<file path="config.mk">
export PLATFORM = sky130hd
export DESIGN_NAME = sprite_overlay_anim
export DESIGN_NICKNAME = d
export VERILOG_FILES = /design/src/rtl/sprite_pkg.sv /design/src/rtl/sprite_overlay_anim_vga_delay_line.sv /design/src/rtl/sprite_overlay_anim.sv
export SDC_FILE = /design/constraint.sdc
export NUM_CORES = 1
export LEC_CHECK = 0
export CORE_MARGIN = 1
export CORE_UTILIZATION = 50
export CTS_CLUSTER_SIZE = 25
export DETAILED_ROUTE_END_ITERATION = 16
export MAX_ROUTING_LAYER = met4
export PLACE_DENSITY_LB_ADDON = 0.3
export SLEW_MARGIN = 20
export SYNTH_ARGS = -nofsm -noshare
export SYNTH_HDL_FRONTEND = slang
export SYNTH_SLANG_ARGS = --single-unit
</file>
<file path="constraint.sdc">
create_clock -name clk -period 8.2 [get_ports clk]
set_clock_uncertainty 0.1 [all_clocks]
set_input_delay 1.64 -clock clk [delete_from_list [all_inputs] [get_ports clk]]
set_output_delay 1.64 -clock clk [all_outputs]
set_load 0.01 [all_outputs]
</file>
<file path="src/rtl/sprite_pkg.sv">
// Constants and VGA timing bundle shared by the sprite overlay stages.
package sprite_pkg;

  localparam int XRES  = 640;
  localparam int YRES  = 480;
  localparam int HC_W  = 10;
  localparam int VC_W  = 10;
  localparam int RGB_W = 24;

  localparam logic [RGB_W-1:0] ALPHA = 24'hA3_49_A4;

  typedef struct packed {
    logic [HC_W-1:0]  hcount;
    logic [VC_W-1:0]  vcount;
    logic             hsync;
    logic             vsync;
    logic             blnk;
    logic [RGB_W-1:0] rgb;
  } vga_t;

  localparam int VGA_W = HC_W + VC_W + 3 + RGB_W;

  function automatic logic [6:0] clamp_height(input logic [6:0] h, input int h_max);
    if (int'(h) > h_max) return 7'(h_max);
    return h;
  endfunction

endpackage

</file>
<file path="src/rtl/sprite_overlay_anim_vga_delay_line.sv">
// D-stage register delay with asynchronous reset; D must be at least 1.
module vga_delay_line #(
  parameter int W = 1,
  parameter int D = 1
) (
  input  logic         clk,
  input  logic         rst,
  input  logic [W-1:0] d_i,
  output logic [W-1:0] q_o
);

  logic [W-1:0] stage_q [D];

  always_ff @(posedge clk or posedge rst) begin
    if (rst) begin
      for (int i = 0; i < D; i++) stage_q[i] <= '0;
    end else begin
      stage_q[0] <= d_i;
      for (int i = 1; i < D; i++) stage_q[i] <= stage_q[i-1];
    end
  end

  assign q_o = stage_q[D-1];

endmodule

</file>
<file path="src/rtl/sprite_overlay_anim.sv">
// Animated, blinking sprite overlay for the VGA timing chain; geometry is latched
// at each vsync rising edge so a frame is never drawn with mixed settings.
module sprite_overlay_anim
  import sprite_pkg::*;
#(
  parameter int SPR_W     = 40,
  parameter int SPR_H_MAX = 80,
  parameter int FRAMES    = 4,
  parameter int ROM_LAT   = 1,
  parameter int ADDR_W    = 14,
  parameter int ANIM_DIV  = 6,
  parameter int BLINK_DIV = 4
) (
  input  logic              clk,
  input  logic              rst,
  input  logic [9:0]        xpos,
  input  logic [8:0]        ypos,
  input  logic [6:0]        height,
  input  logic              flip_h,
  input  logic              anim_en,
  input  logic              blink_en,
  input  logic [HC_W-1:0]   hcount_in,
  input  logic [VC_W-1:0]   vcount_in,
  input  logic              hsync_in,
  input  logic              vsync_in,
  input  logic              blnk_in,
  input  logic [RGB_W-1:0]  rgb_in,
  output logic [ADDR_W-1:0] rom_addr,
  input  logic [RGB_W-1:0]  rom_data,
  output logic [HC_W-1:0]   hcount_out,
  output logic [VC_W-1:0]   vcount_out,
  output logic              hsync_out,
  output logic              vsync_out,
  output logic              blnk_out,
  output logic [RGB_W-1:0]  rgb_out
);

  localparam int FIDX_W      = (FRAMES > 1) ? $clog2(FRAMES) : 1;
  localparam int TICK_W      = (ANIM_DIV > 1) ? $clog2(ANIM_DIV) : 1;
  localparam int BLNK_W      = (BLINK_DIV > 1) ? $clog2(BLINK_DIV) : 1;
  localparam int FRAME_WORDS = SPR_W * SPR_H_MAX;

  logic              vsync_in_q;
  logic              vsync_rise;
  logic [9:0]        xpos_s_q;
  logic [8:0]        ypos_s_q;
  logic [6:0]        h_s_q;
  logic              flip_s_q;
  logic [TICK_W-1:0] tick_cnt_q, tick_cnt_d;
  logic [FIDX_W-1:0] frame_idx_q, frame_idx_d;
  logic [BLNK_W-1:0] blink_cnt_q, blink_cnt_d;
  logic              visible_q, visible_d;
  logic [ADDR_W-1:0] rom_addr_q, rom_addr_d;
  logic              hit;

  assign vsync_rise = vsync_in & ~vsync_in_q;

  // Frame counters advance only on vsync_rise so the whole frame sees one state.
  always_comb begin
    tick_cnt_d  = tick_cnt_q;
    frame_idx_d = frame_idx_q;
    blink_cnt_d = blink_cnt_q;
    visible_d   = visible_q;
    if (vsync_rise) begin
      if (!anim_en) begin
        tick_cnt_d  = '0;
        frame_idx_d = '0;
      end else if (tick_cnt_q == TICK_W'(ANIM_DIV - 1)) begin
        tick_cnt_d  = '0;
        frame_idx_d = (frame_idx_q == FIDX_W'(FRAMES - 1)) ? '0 : frame_idx_q + 1'b1;
      end else begin
        tick_cnt_d = tick_cnt_q + 1'b1;
      end
      if (!blink_en) begin
        blink_cnt_d = '0;
        visible_d   = 1'b1;
      end else if (blink_cnt_q == BLNK_W'(BLINK_DIV - 1)) begin
        blink_cnt_d = '0;
        visible_d   = ~visible_q;
      end else begin
        blink_cnt_d = blink_cnt_q + 1'b1;
      end
    end
  end

  // Stage 0: hit test and ROM address, 11-bit unsigned so nothing wraps.
  logic [10:0] vc_x, hc_x, ys, x_lo, x_hi, y_lo, y_hi, row, col, col_eff;

  always_comb begin
    vc_x    = {1'b0, vcount_in};
    hc_x    = {1'b0, hcount_in};
    ys      = 11'(YRES - 1) - vc_x;
    x_lo    = {1'b0, xpos_s_q};
    x_hi    = x_lo + 11'(SPR_W);
    y_lo    = {2'b0, ypos_s_q};
    y_hi    = y_lo + {4'b0, h_s_q};
    hit     = (vc_x < 11'(YRES)) && (ys >= y_lo) && (ys < y_hi) &&
              (hc_x >= x_lo) && (hc_x < x_hi);
    row     = y_hi - 11'd1 - ys;
    col     = hc_x - x_lo;
    col_eff = flip_s_q ? (11'(SPR_W - 1) - col) : col;
    rom_addr_d = ADDR_W'(frame_idx_q) * ADDR_W'(FRAME_WORDS)
               + ADDR_W'(row) * ADDR_W'(SPR_W)
               + ADDR_W'(col_eff);
  end

  always_ff @(posedge clk or posedge rst) begin
    if (rst) begin
      vsync_in_q  <= 1'b0;
      xpos_s_q    <= '0;
      ypos_s_q    <= '0;
      h_s_q       <= '0;
      flip_s_q    <= 1'b0;
      tick_cnt_q  <= '0;
      frame_idx_q <= '0;
      blink_cnt_q <= '0;
      visible_q   <= 1'b1;
      rom_addr_q  <= '0;
    end else begin
      vsync_in_q <= vsync_in;
      if (vsync_rise) begin
        xpos_s_q <= xpos;
        ypos_s_q <= ypos;
        h_s_q    <= clamp_height(height, SPR_H_MAX);
        flip_s_q <= flip_h;
      end
      tick_cnt_q  <= tick_cnt_d;
      frame_idx_q <= frame_idx_d;
      blink_cnt_q <= blink_cnt_d;
      visible_q   <= visible_d;
      // On a miss the stale address is harmless: the delayed hit masks it.
      if (hit) rom_addr_q <= rom_addr_d;
    end
  end

  assign rom_addr = rom_addr_q;

  // Timing, background colour, hit and visible ride together until rom_data is valid.
  vga_t             vga_in, vga_dl, out_d, out_q;
  logic [VGA_W+1:0] dl_d, dl_q;
  logic             hit_dl, vis_dl;

  assign vga_in = '{hcount: hcount_in, vcount: vcount_in, hsync: hsync_in,
                    vsync: vsync_in, blnk: blnk_in, rgb: rgb_in};
  assign dl_d   = {vga_in, hit, visible_q};

  vga_delay_line #(
    .W (VGA_W + 2),
    .D (ROM_LAT + 1)
  ) u_delay (
    .clk (clk),
    .rst (rst),
    .d_i (dl_d),
    .q_o (dl_q)
  );

  assign vga_dl = vga_t'(dl_q[VGA_W+1:2]);
  assign hit_dl = dl_q[1];
  assign vis_dl = dl_q[0];

  always_comb begin
    out_d = vga_dl;
    if (hit_dl && vis_dl && (rom_data != ALPHA)) out_d.rgb = rom_data;
  end

  always_ff @(posedge clk or posedge rst) begin
    if (rst) out_q <= '0;
    else     out_q <= out_d;
  end

  assign hcount_out = out_q.hcount;
  assign vcount_out = out_q.vcount;
  assign hsync_out  = out_q.hsync;
  assign vsync_out  = out_q.vsync;
  assign blnk_out   = out_q.blnk;
  assign rgb_out    = out_q.rgb;

endmodule
</file>
==> results by stage, run 1 <==
Clocking:
- In this run the post-CTS setup repair buffer count came out at 0.
- At the later pin of the worst-skew pair, clock insertion delay measures roughly 0.44 ns.
- Clock tree synthesis inserted a total of 17 buffers.
- The tree is rooted in a sky130_fd_sc_hd__clkbuf_16.
- The total of hold buffers inserted after clock tree synthesis is 0.
- The clock drives a little under 200 sinks.
- The count of cells resized by post-cts repair is 0.
- After clock tree synthesis, the clock-pin slew on the worst setup and hold paths is about 0.070 ns.
- In this run the deepest clock path goes through 2 buffers.
- The TritonCTS clock tree is built.
- The H-tree was split into 4 levels.

Detailed routing:
- Dividing the detail-routed via count by the number of cells gives between 5 and 6.
- The routed design has approximately 18000 µm of wire.
- The count of unresolved DRC violations after routing is 0.
- The total via count in the routed design is between 6000 and 7000.
- The post-detailed-route count of antenna-violating nets is 0.
- The iteration-0 DRC count of the detailed router is 192.
- The routed length per instance is roughly 15 µm.
- The number of optimization iterations in the first detailed-route pass is 4.

Status:
- The flow ran to the end, and the final reports show no timing, DRC or antenna violations.

Floorplanning:
- The core area is 0.0174 mm².
- The number of primary I/O pins is 163.
- The initialized floorplan defines between 40 and 50 standard-cell rows.
- Measured along the y axis, the die boundary spans ~140 µm.
- The area of the die is between 0.015 and 0.02 mm².
- The floorplan step set the die width to ~140 µm.
- The starting utilization of the core area is 51.7%.

Finish:
- From synthesis to final layout, the design area changed by 27.5%.
- In the final layout, the share of cells above drive strength 1 is 9.07%.
- The final design instance area without fill is roughly 0.011 mm².
- The net count of the finished layout is 1124.
- The number of inserted diodes is 0.
- After the flow finishes, the layout carries non-filler instances totaling between 1000 and 1500.

Yosys:
- For this run, asynchronously set or reset flops after synthesis account for 100%.
- When the netlist entered floorplanning its net count stood at around 950.
- The synthesized area per cell is approximately 12 µm².
- The register bit count reported by yosys is 194.
- The number of enable-type register cells in the synthesized netlist is 0.
- The post-synthesis sequential area ratio is approximately 54%.
- The cell area that synthesis handed to floorplanning was ~0.009 mm².
- Summed over its instances, the top area cell type makes up 53.7% of the synthesized netlist area.
- The total number of yosys warnings is 0.
- The most used flip-flop cell after synthesis is sky130_fd_sc_hd__dfrtp_1.
- The number of different library cells used by synthesis comes to 71.
- After technology mapping, the gate count stands at approximately 750.
- In the post-synthesis netlist, the biggest area contributors are sky130_fd_sc_hd__dfrtp_1 54%, sky130_fd_sc_hd__ha_1 13%, sky130_fd_sc_hd__mux2_2 3.5%.
- The top cell type by total area after synthesis is sky130_fd_sc_hd__dfrtp_1.

Place:
- The worst setup slack before clock tree synthesis is approximately 1.3 ns.
- Counting tap cells, the placed design contains a total of 1130 instances.
- The weighted congestion at the end of routability-driven global placement is about 0.86.
- The cell area reported after detailed placement is ~0.011 mm².
- The count of buffers added on input and output ports is ~160.
- The HPWL after detailed placement is 13100 µm.

Critical path:
- The number of cells on the worst reg-to-reg path is 25.
- The worst endpoint required time is around 8.5 ns.
- The worst setup path is captured at a flop.
- Of all nets on the critical path, the largest fanout is 4.
- The worst endpoint data arrival time is ~6.7 ns.
- The category of the worst setup path launch point is an input pin.
- The kind of critical path is in2reg.

Global routing:
- The via count of the first global-routing pass came to 6029.
- The number of antenna violations at the first check in global routing is 0.
- The pin count of the biggest net entering global routing is ~120.
- The aggregate global-route resource usage is roughly a fifth.
- The total congestion overflow is 0.
- The global-route wire length before repair is 29200 µm.

STA:
- The routed design could run at a clock period as short as between 6 and 7 ns.
- The worst pin sits at a relative slew slack of about two fifths.
- The max-slew violation count was 0.
- The final setup violation count is 0.
- Once routing completed, OpenROAD measured the worst setup slack at roughly 1.8 ns.
- Setup repair after global routing left no endpoint under its margin.
- Derived from the worst setup path, the maximum achievable clock frequency is approximately 0.16 GHz.
- The final critical path takes up between 70% and 80% of the cycle.
- The final setup TNS is 0 ns.
- The final hold violation count came to 0.
- For the pin with the worst max-slew slack, the measured transition is 0.880 ns.

Power:
- The maximum VDD drop is roughly 0.00095 V.
- The total leakage power is about 5.2 nW.
- The cell-internal power is between 0.002 and 0.003 W.
- The switching portion of total power is about two fifths.
- The fraction of power consumed by sequential logic is around 25%.
- In this run the power spent charging and discharging nets is 0.00180 W.
- Per report_power, the combinational group accounts for 57.5% of the total.
- In this run the power density over the cells is between 300 and 400 mW/mm².
- The clock network fraction of total power is 17.9%.
- Power comes to 0.00450 W.

Job:
- The count of max-cap constraint violations is 0.

Hold path:
- The worst hold path was traced through 0 stages.
- The path class of the tightest hold or removal check is reg2reg.
## routing by layer
layer	routed length, µm	vias to the layer above	share of wire [%]	GRT usage [%]
li1	-	2954	-	-
met1	8210	2912	46	27.1
met2	8720	138	48	34.6
met3	790	23	4.4	3.36
met4	291	0	1.6	6.60
met5	0	-	0	-
## registers in the layout, indices dropped and copies added (netlist names)
register,cells
hcount_out,10
visible_q,1
flip_s_q,1
h_s_q,7
xpos_s_q,10
tick_cnt_q,3
u_delay.q_o,49
rgb_out,24
ypos_s_q,9
blink_cnt_q,2
blnk_out,1
u_delay.stage_q,49
rom_addr,14
vsync_out,1
vcount_out,10
frame_idx_q,2
hsync_out,1
## worst max-delay path: stages
cell and delay, ns:
sky130_fd_sc_hd__clkdlybuf4s50_1 0.56, sky130_fd_sc_hd__inv_1 0.09, sky130_fd_sc_hd__ha_1 0.32, sky130_fd_sc_hd__a21o_1 0.19, sky130_fd_sc_hd__a21oi_1 0.22, sky130_fd_sc_hd__o21bai_1 0.09
sky130_fd_sc_hd__a21oi_1 0.21, sky130_fd_sc_hd__xnor2_1 0.19, sky130_fd_sc_hd__ha_1 0.28, sky130_fd_sc_hd__ha_1 0.33, sky130_fd_sc_hd__xor2_1 0.17, sky130_fd_sc_hd__fa_1 0.48
sky130_fd_sc_hd__inv_1 0.04, sky130_fd_sc_hd__ha_1 0.33, sky130_fd_sc_hd__and3_1 0.20, sky130_fd_sc_hd__a221oi_1 0.41, sky130_fd_sc_hd__a21oi_1 0.17, sky130_fd_sc_hd__a31oi_1 0.27
sky130_fd_sc_hd__nand3_1 0.13, sky130_fd_sc_hd__a211oi_1 0.20, sky130_fd_sc_hd__nand3b_1 0.14
## power groups by stage
stage | Clock, W | Combinational (W) | Sequential [W]
2_1_floorplan | 0 | 0.00198 | 0.00113
3_3_place_gp | 0 | 0.00252 | 0.00112
3_5_place_dp | 0 | 0.00255 | 0.00112
4_1_cts | 0.000831 | 0.00258 | 0.00111
5_1_grt | 0.000867 | 0.00295 | 0.00112
6_report | 0.000807 | 0.00258 | 0.00111
## through the flow
step,util (%),hold slack (ns)
after floorplan,-,0.231
after global placement,62.5,0.231
after detailed placement,62.5,0.235
after CTS,65.9,0.248
after global routing,65.9,0.253
final,65.9,0.246
## cells by family (layout without fill, tap and decap cells)
kind of cell    Yosys count  after routing  synth area share (%)
flops                   194            194                  54.0
compound gates          144            144                  10.9
xor+xnor                 51             51                  5.05
buf+inv                  71            256                  3.11
fa+ha+maj                98             98                  14.3
mux                      30             30                  3.73
simple gates            164            164                  8.95
## worst paths after layout
| check | from | end | slack (ns) |
|---|---|---|---|
| worst max-delay path | vcount_in[1] | rom_addr[13]$_DFFE_PP0P_ | 1.81 |
| worst min-delay path | u_delay.stage_q[71]$_DFF_PP0_ | u_delay.q_o[22]$_DFF_PP0_ | 0.25 |
| worst max register to register | ypos_s_q[0]$_DFFE_PP0P_ | rom_addr[13]$_DFFE_PP0P_ | 2.29 |
| worst min register to register | u_delay.stage_q[71]$_DFF_PP0_ | u_delay.q_o[22]$_DFF_PP0_ | 0.25 |
| max in group asynchronous | rst | h_s_q[3]$_DFFE_PP0P_ | 4.88 |
| min in group asynchronous | rst | u_delay.stage_q[55]$_DFF_PP0_ | 1.69 |
## cells in the mapped netlist, types with 3 or more instances
library cell,instances
sky130_fd_sc_hd__a211oi_1,4
sky130_fd_sc_hd__dfrtp_1,193
sky130_fd_sc_hd__o21a_1,6
sky130_fd_sc_hd__buf_2,3
sky130_fd_sc_hd__o21ai_0,49
sky130_fd_sc_hd__nand4_1,5
sky130_fd_sc_hd__nor2b_1,9
sky130_fd_sc_hd__mux2_2,28
sky130_fd_sc_hd__nand3b_1,5
sky130_fd_sc_hd__or3_1,5
sky130_fd_sc_hd__o21bai_1,3
sky130_fd_sc_hd__xnor2_1,31
sky130_fd_sc_hd__a21oi_1,27
sky130_fd_sc_hd__nand2_1,63
sky130_fd_sc_hd__a31oi_1,4
sky130_fd_sc_hd__nor4b_1,3
sky130_fd_sc_hd__nor4_1,4
sky130_fd_sc_hd__clkbuf_1,8
sky130_fd_sc_hd__a21o_1,12
sky130_fd_sc_hd__a21boi_0,3
sky130_fd_sc_hd__fa_1,8
sky130_fd_sc_hd__xor2_1,19
sky130_fd_sc_hd__inv_1,58
sky130_fd_sc_hd__nor3_1,7
sky130_fd_sc_hd__ha_1,90
sky130_fd_sc_hd__nor2_1,31
sky130_fd_sc_hd__nand3_1,12
sky130_fd_sc_hd__nand2b_1,5
sky130_fd_sc_hd__and3_1,3
sky130_fd_sc_hd__a22o_1,5
## cells in the final DEF (no fill, tap or decap), types with 4 or more instances in the layout
master                            instances
sky130_fd_sc_hd__clkbuf_16               17
sky130_fd_sc_hd__fa_1                     8
sky130_fd_sc_hd__clkdlybuf4s50_1        162
sky130_fd_sc_hd__or3_1                    5
sky130_fd_sc_hd__inv_6                    4
sky130_fd_sc_hd__nor2b_1                  8
sky130_fd_sc_hd__o21ai_0                 49
sky130_fd_sc_hd__a211oi_1                 4
sky130_fd_sc_hd__mux2_2                  28
sky130_fd_sc_hd__nand2b_1                 5
sky130_fd_sc_hd__xnor2_1                 31
sky130_fd_sc_hd__a22o_1                   5
sky130_fd_sc_hd__a31oi_1                  4
sky130_fd_sc_hd__nand3_1                 12
sky130_fd_sc_hd__inv_1                   57
sky130_fd_sc_hd__clkinv_8                 4
sky130_fd_sc_hd__nor4_1                   4
sky130_fd_sc_hd__inv_8                    5
sky130_fd_sc_hd__nor2_1                  31
sky130_fd_sc_hd__dfrtp_1                193
sky130_fd_sc_hd__nand4_1                  5
sky130_fd_sc_hd__ha_1                    90
sky130_fd_sc_hd__xor2_1                  19
sky130_fd_sc_hd__o21a_1                   6
sky130_fd_sc_hd__nand3b_1                 5
sky130_fd_sc_hd__a21oi_1                 27
sky130_fd_sc_hd__a21o_1                  12
sky130_fd_sc_hd__nand2_1                 63
sky130_fd_sc_hd__nor3_1                   7
## area by class of cell
| cell class | count | area, µm² |
|---|---|---|
| Fill cell | 1328 | 5940 |
| Sequential cell | 194 | 4860 |
| Multi-Input combinational cell | 487 | 3870 |
| Timing Repair Buffer | 165 | 1640 |
| Clock buffer | 18 | 429 |
| Tap cell | 225 | 282 |
| Inverter | 59 | 229 |
| Clock inverter | 14 | 161 |
No activity file was read; power rests on OpenSTA's default activity.
==> run 2: changes to the inputs <==
==> constraint.sdc (replaced) <==
create_clock -name clk -period 6.63 [get_ports clk]
set_clock_uncertainty 0.1 [all_clocks]
set_input_delay 1.326 -clock clk [delete_from_list [all_inputs] [get_ports clk]]
set_output_delay 1.326 -clock clk [all_outputs]
set_load 0.01 [all_outputs]
==> results by stage, run 2 (synthesis gave the netlist of run 1 again) <==
Clocking:
- The register clock-pin slew on the reported worst setup and hold paths is 0.08 ns (about the same).
- The clock tree root buffer cell is sky130_fd_sc_hd__clkbuf_16.
- The latest clock arrival within the worst-skew pair was 0.43 ns (about the same).
- The number of CTS-inserted buffers came to 17 (unchanged).
- The worst-case clock buffer depth was 2 (unchanged).
- TritonCTS built the clock tree.
- The number of H-tree levels is 4 (unchanged).
- The count of cells resized by post-cts repair is 0 (unchanged).
- The clock sink count is 194 (unchanged).
- The total of hold buffers inserted after clock tree synthesis was 0 (unchanged).
- The total setup buffers inserted after CTS is 0 (unchanged).

STA:
- The final critical-path setup slack is 0.542 ns (-1.27 ns).
- The max-slew violation count is 0 (unchanged).
- The clock period minus final worst setup slack is just over 6 ns.
- The final hold violation count was 0 (unchanged).
- Timing would allow up to between 0.15 and 0.2 GHz.
- The measured slew at the worst slew-check pin was 0.744 ns (-0.136 ns).
- The final setup violation count is 0 (unchanged).
- The final setup TNS is 0 ns (unchanged).
- The final critical path takes up 91.8% of the cycle.
- Setup repair after global routing left no endpoint under its margin.
- The worst relative slew slack is 50.4% (+9.0 points).
- The final worst hold slack is 0.246 ns (+0.0000270 ns).

Finish:
- The total of fill cells in the finished design is 1381 (+4.0%).
- The proportion of layout cells with a drive suffix above 1 is 9.56% (+0.49 points).
- The multi-input logic area is 0.00387 mm² (unchanged).
- The sequential cell area in the final layout is 0.00486 mm² (unchanged).
- The most common cell after layout, fill and taps aside is sky130_fd_sc_hd__dfrtp_1.
- The final net count is 1128 (+0.36%).
- The final design instance area without fill came to 0.0116 mm² (+0.77%).
- Leaving out fill and tap cells, the most frequent cells in the layout are 193 x sky130_fd_sc_hd__dfrtp_1, 162 x sky130_fd_sc_hd__clkdlybuf4s50_1, 90 x sky130_fd_sc_hd__ha_1.
- The number of inserted diodes came to 0 (unchanged).
- The relative area change from synthesis to final layout is 28.5%.

Floorplanning:
- The area of the die is 0.0185 mm² (unchanged).
- The starting utilization of the core area is 51.7% (unchanged).
- The x dimension of the die was 136 µm (unchanged).
- The core area came to 0.0174 mm² (unchanged).
- The number of primary I/O pins is 163 (unchanged).
- The die height is 136 µm (unchanged).
- The floorplan row count is 48 (unchanged).

Detailed routing:
- The wire length on met2 was 9090 µm (+4.3%).
- The number of optimization iterations in the first detailed-route pass is 4 (unchanged).
- The detailed-route wire length on metal 1 is 8110 µm (-1.2%).
- The total routed wirelength is 18100 µm (+0.42%).
- In this run the top signal layer used is met4.
- The routed length per instance was 15.5 µm (about the same).
- The total met3 wirelength after detailed routing is 749 µm (-5.2%).
- The total via count in the routed design is 6067 (+0.66%).
- The post-detailed-route count of antenna-violating nets is 0 (unchanged).
- The iteration-0 DRC count of the detailed router is 195 (+1.6%).
- The count of unresolved DRC violations after routing is 0 (unchanged).
- The vias per cell is 5.20 (+0.32%).

Critical path:
- The critical path buffer and inverter count is 3 (unchanged).
- The family of cells with the greatest summed delay on the critical path is adder cells.
- The worst setup path is captured at a flop.
- The worst endpoint required time is 6.90 ns (-1.57 ns).
- The critical path goes through clkdlybuf4s50_1 -> ha_1 -> fa_1 -> a21oi_1 -> nor2_1 -> nor2_1 -> xnor2_1 -> ha_1 -> inv_1 -> fa_1 -> xor2_1 -> fa_1 -> inv_1 -> ha_1 -> and3_1 -> a221oi_1 -> a21oi_1 -> a31oi_1 -> nand3_1 -> a211oi_1 -> nand3b_1.
- The kind of critical path is in2reg.
- The most critical setup path has its startpoint at vcount_in[0].
- The total number of cells along the worst setup path is 21 (unchanged).
- The worst setup path is launched from an input pin.
- The slowest stage of the critical path belongs to the cell sky130_fd_sc_hd__fa_1.
- The worst endpoint data arrival time is 6.35 ns (-0.31 ns).
- The reg2reg setup slack was 0.74 ns (-1.55 ns).
- The endpoint of the worst register-to-register path is rom_addr[13]$_DFFE_PP0P_.
- The number of cells on the worst reg-to-reg path is 25 (unchanged).
- The critical path ends at rom_addr[13]$_DFFE_PP0P_.
- The critical-path maximum fanout came to 4 (unchanged).
- The worst flop-to-flop path startpoint is ypos_s_q[0]$_DFFE_PP0P_.
- The largest stage delay on the critical path is 0.48 ns (-0.08 ns).

Power:
- The total leakage power came to 5.27 nW (+0.90%).
- The maximum VDD drop is 0.00121 V (+27%).
- The areal power density over the cells is 490 mW/mm² (+25%).

Place:
- The number of buffers inserted by port buffering came to 162 (unchanged).
- The worst setup slack before clock tree synthesis is 0.121 ns (-1.22 ns).
- The cell area reported after detailed placement was 0.0109 mm² (+0.29%).
- The weighted congestion at the end of routability-driven global placement is 0.889 (+3.0%).
- The HPWL after detailed placement is 13400 µm (+2.1%).

Global routing:
- The aggregate global-route resource usage is 21.2% (+0.038 points).
- The via count of the first global-routing pass is 5965 (-1.1%).
- The total congestion overflow is 0 (unchanged).
- The pin count of the biggest net entering global routing is 195 (+59%).
- The number of antenna violations at the first check in global routing is 0 (unchanged).
- The global-route wire length before repair is 29200 µm (about the same).

Status:
- The run finished with clean final reports.

Job:
- The count of max-cap constraint violations is 0 (unchanged).

Hold path:
- The tightest min-delay check is of the reg2reg type.
## run 2: cell count changes in the layout (fill, tap and decap cells not counted), sizes merged
| cell | change |
|---|---|
| buf | +4 |
| clkinv | -3 |
| inv | +3 |
| bufinv | +1 |
| clkbuf | -1 |
## run 2: per-stage QoR
stage / std cells / util [%] / power (W)
2_1_floorplan: 752 / - / 0.00385
3_3_place_gp: 1133 / 62.7 / 0.00452
3_5_place_dp: 1133 / 62.7 / 0.00458
4_1_cts: 1165 / 66.2 / 0.00569
5_1_grt: 1166 / 66.4 / 0.00617
6_report: 1166 / 66.4 / 0.00567
## run 2: final cells by class
cell class | count | area share, %
inverter | 59 | 1.95
sequential | 194 | 42.0
clock inverter | 15 | 1.69
tap | 225 | 2.43
timing repair buffer | 169 | 14.8
multi-input combinational | 487 | 33.5
clock buffer | 17 | 3.68
## run 2: worst register-to-register path, cell delays in order (launching register included)
cell	delay (ns)
sky130_fd_sc_hd__dfrtp_1	0.41
sky130_fd_sc_hd__ha_1	0.22
sky130_fd_sc_hd__inv_1	0.06
sky130_fd_sc_hd__fa_1	0.21
sky130_fd_sc_hd__nor2b_1	0.05
sky130_fd_sc_hd__o21ai_0	0.22
sky130_fd_sc_hd__a21boi_0	0.15
sky130_fd_sc_hd__o21ai_0	0.22
sky130_fd_sc_hd__a21boi_0	0.17
sky130_fd_sc_hd__or2_2	0.32
sky130_fd_sc_hd__ha_1	0.37
sky130_fd_sc_hd__nand2_1	0.07
sky130_fd_sc_hd__o21ai_0	0.32
sky130_fd_sc_hd__xor2_1	0.25
sky130_fd_sc_hd__ha_1	0.27
sky130_fd_sc_hd__ha_1	0.36
sky130_fd_sc_hd__xor2_1	0.21
sky130_fd_sc_hd__fa_1	0.44
sky130_fd_sc_hd__ha_1	0.36
sky130_fd_sc_hd__o21a_1	0.14
sky130_fd_sc_hd__nor2_1	0.04
sky130_fd_sc_hd__a21oi_1	0.20
sky130_fd_sc_hd__a31oi_1	0.16
sky130_fd_sc_hd__a21o_1	0.19
sky130_fd_sc_hd__a211oi_1	0.20
sky130_fd_sc_hd__nand3b_1	0.13
## run 2: worst min-delay path by stage
stage | start | to | slack [ns] | cells after the start
floorplan | u_delay.q_o[26]$_DFF_PP0_ | blnk_out$_DFF_PP0_ | 0.23 | 0
global placement | u_delay.stage_q[54]$_DFF_PP0_ | u_delay.q_o[5]$_DFF_PP0_ | 0.23 | 0
detailed placement | u_delay.q_o[45]$_DFF_PP0_ | hcount_out[6]$_DFF_PP0_ | 0.23 | 0
CTS | u_delay.stage_q[73]$_DFF_PP0_ | u_delay.q_o[24]$_DFF_PP0_ | 0.25 | 0
global route | u_delay.stage_q[73]$_DFF_PP0_ | u_delay.q_o[24]$_DFF_PP0_ | 0.25 | 0
finish | u_delay.stage_q[73]$_DFF_PP0_ | u_delay.q_o[24]$_DFF_PP0_ | 0.25 | 0
## run 2: where the power goes
part	switching (W)	internal, W	total, W
clock network	0.000513	0.000557	0.00107
registers	0.0000676	0.00130	0.00137
logic	0.00169	0.00154	0.00323
total	0.00227	0.00340	0.00567
## run 2: per-layer routing
metal  global-route usage, %  up-vias
met1                    26.6     2969
met4                    4.81        0
met2                    35.5      126
li1                        -     2958
met3                    4.10       14
met5                       -        -
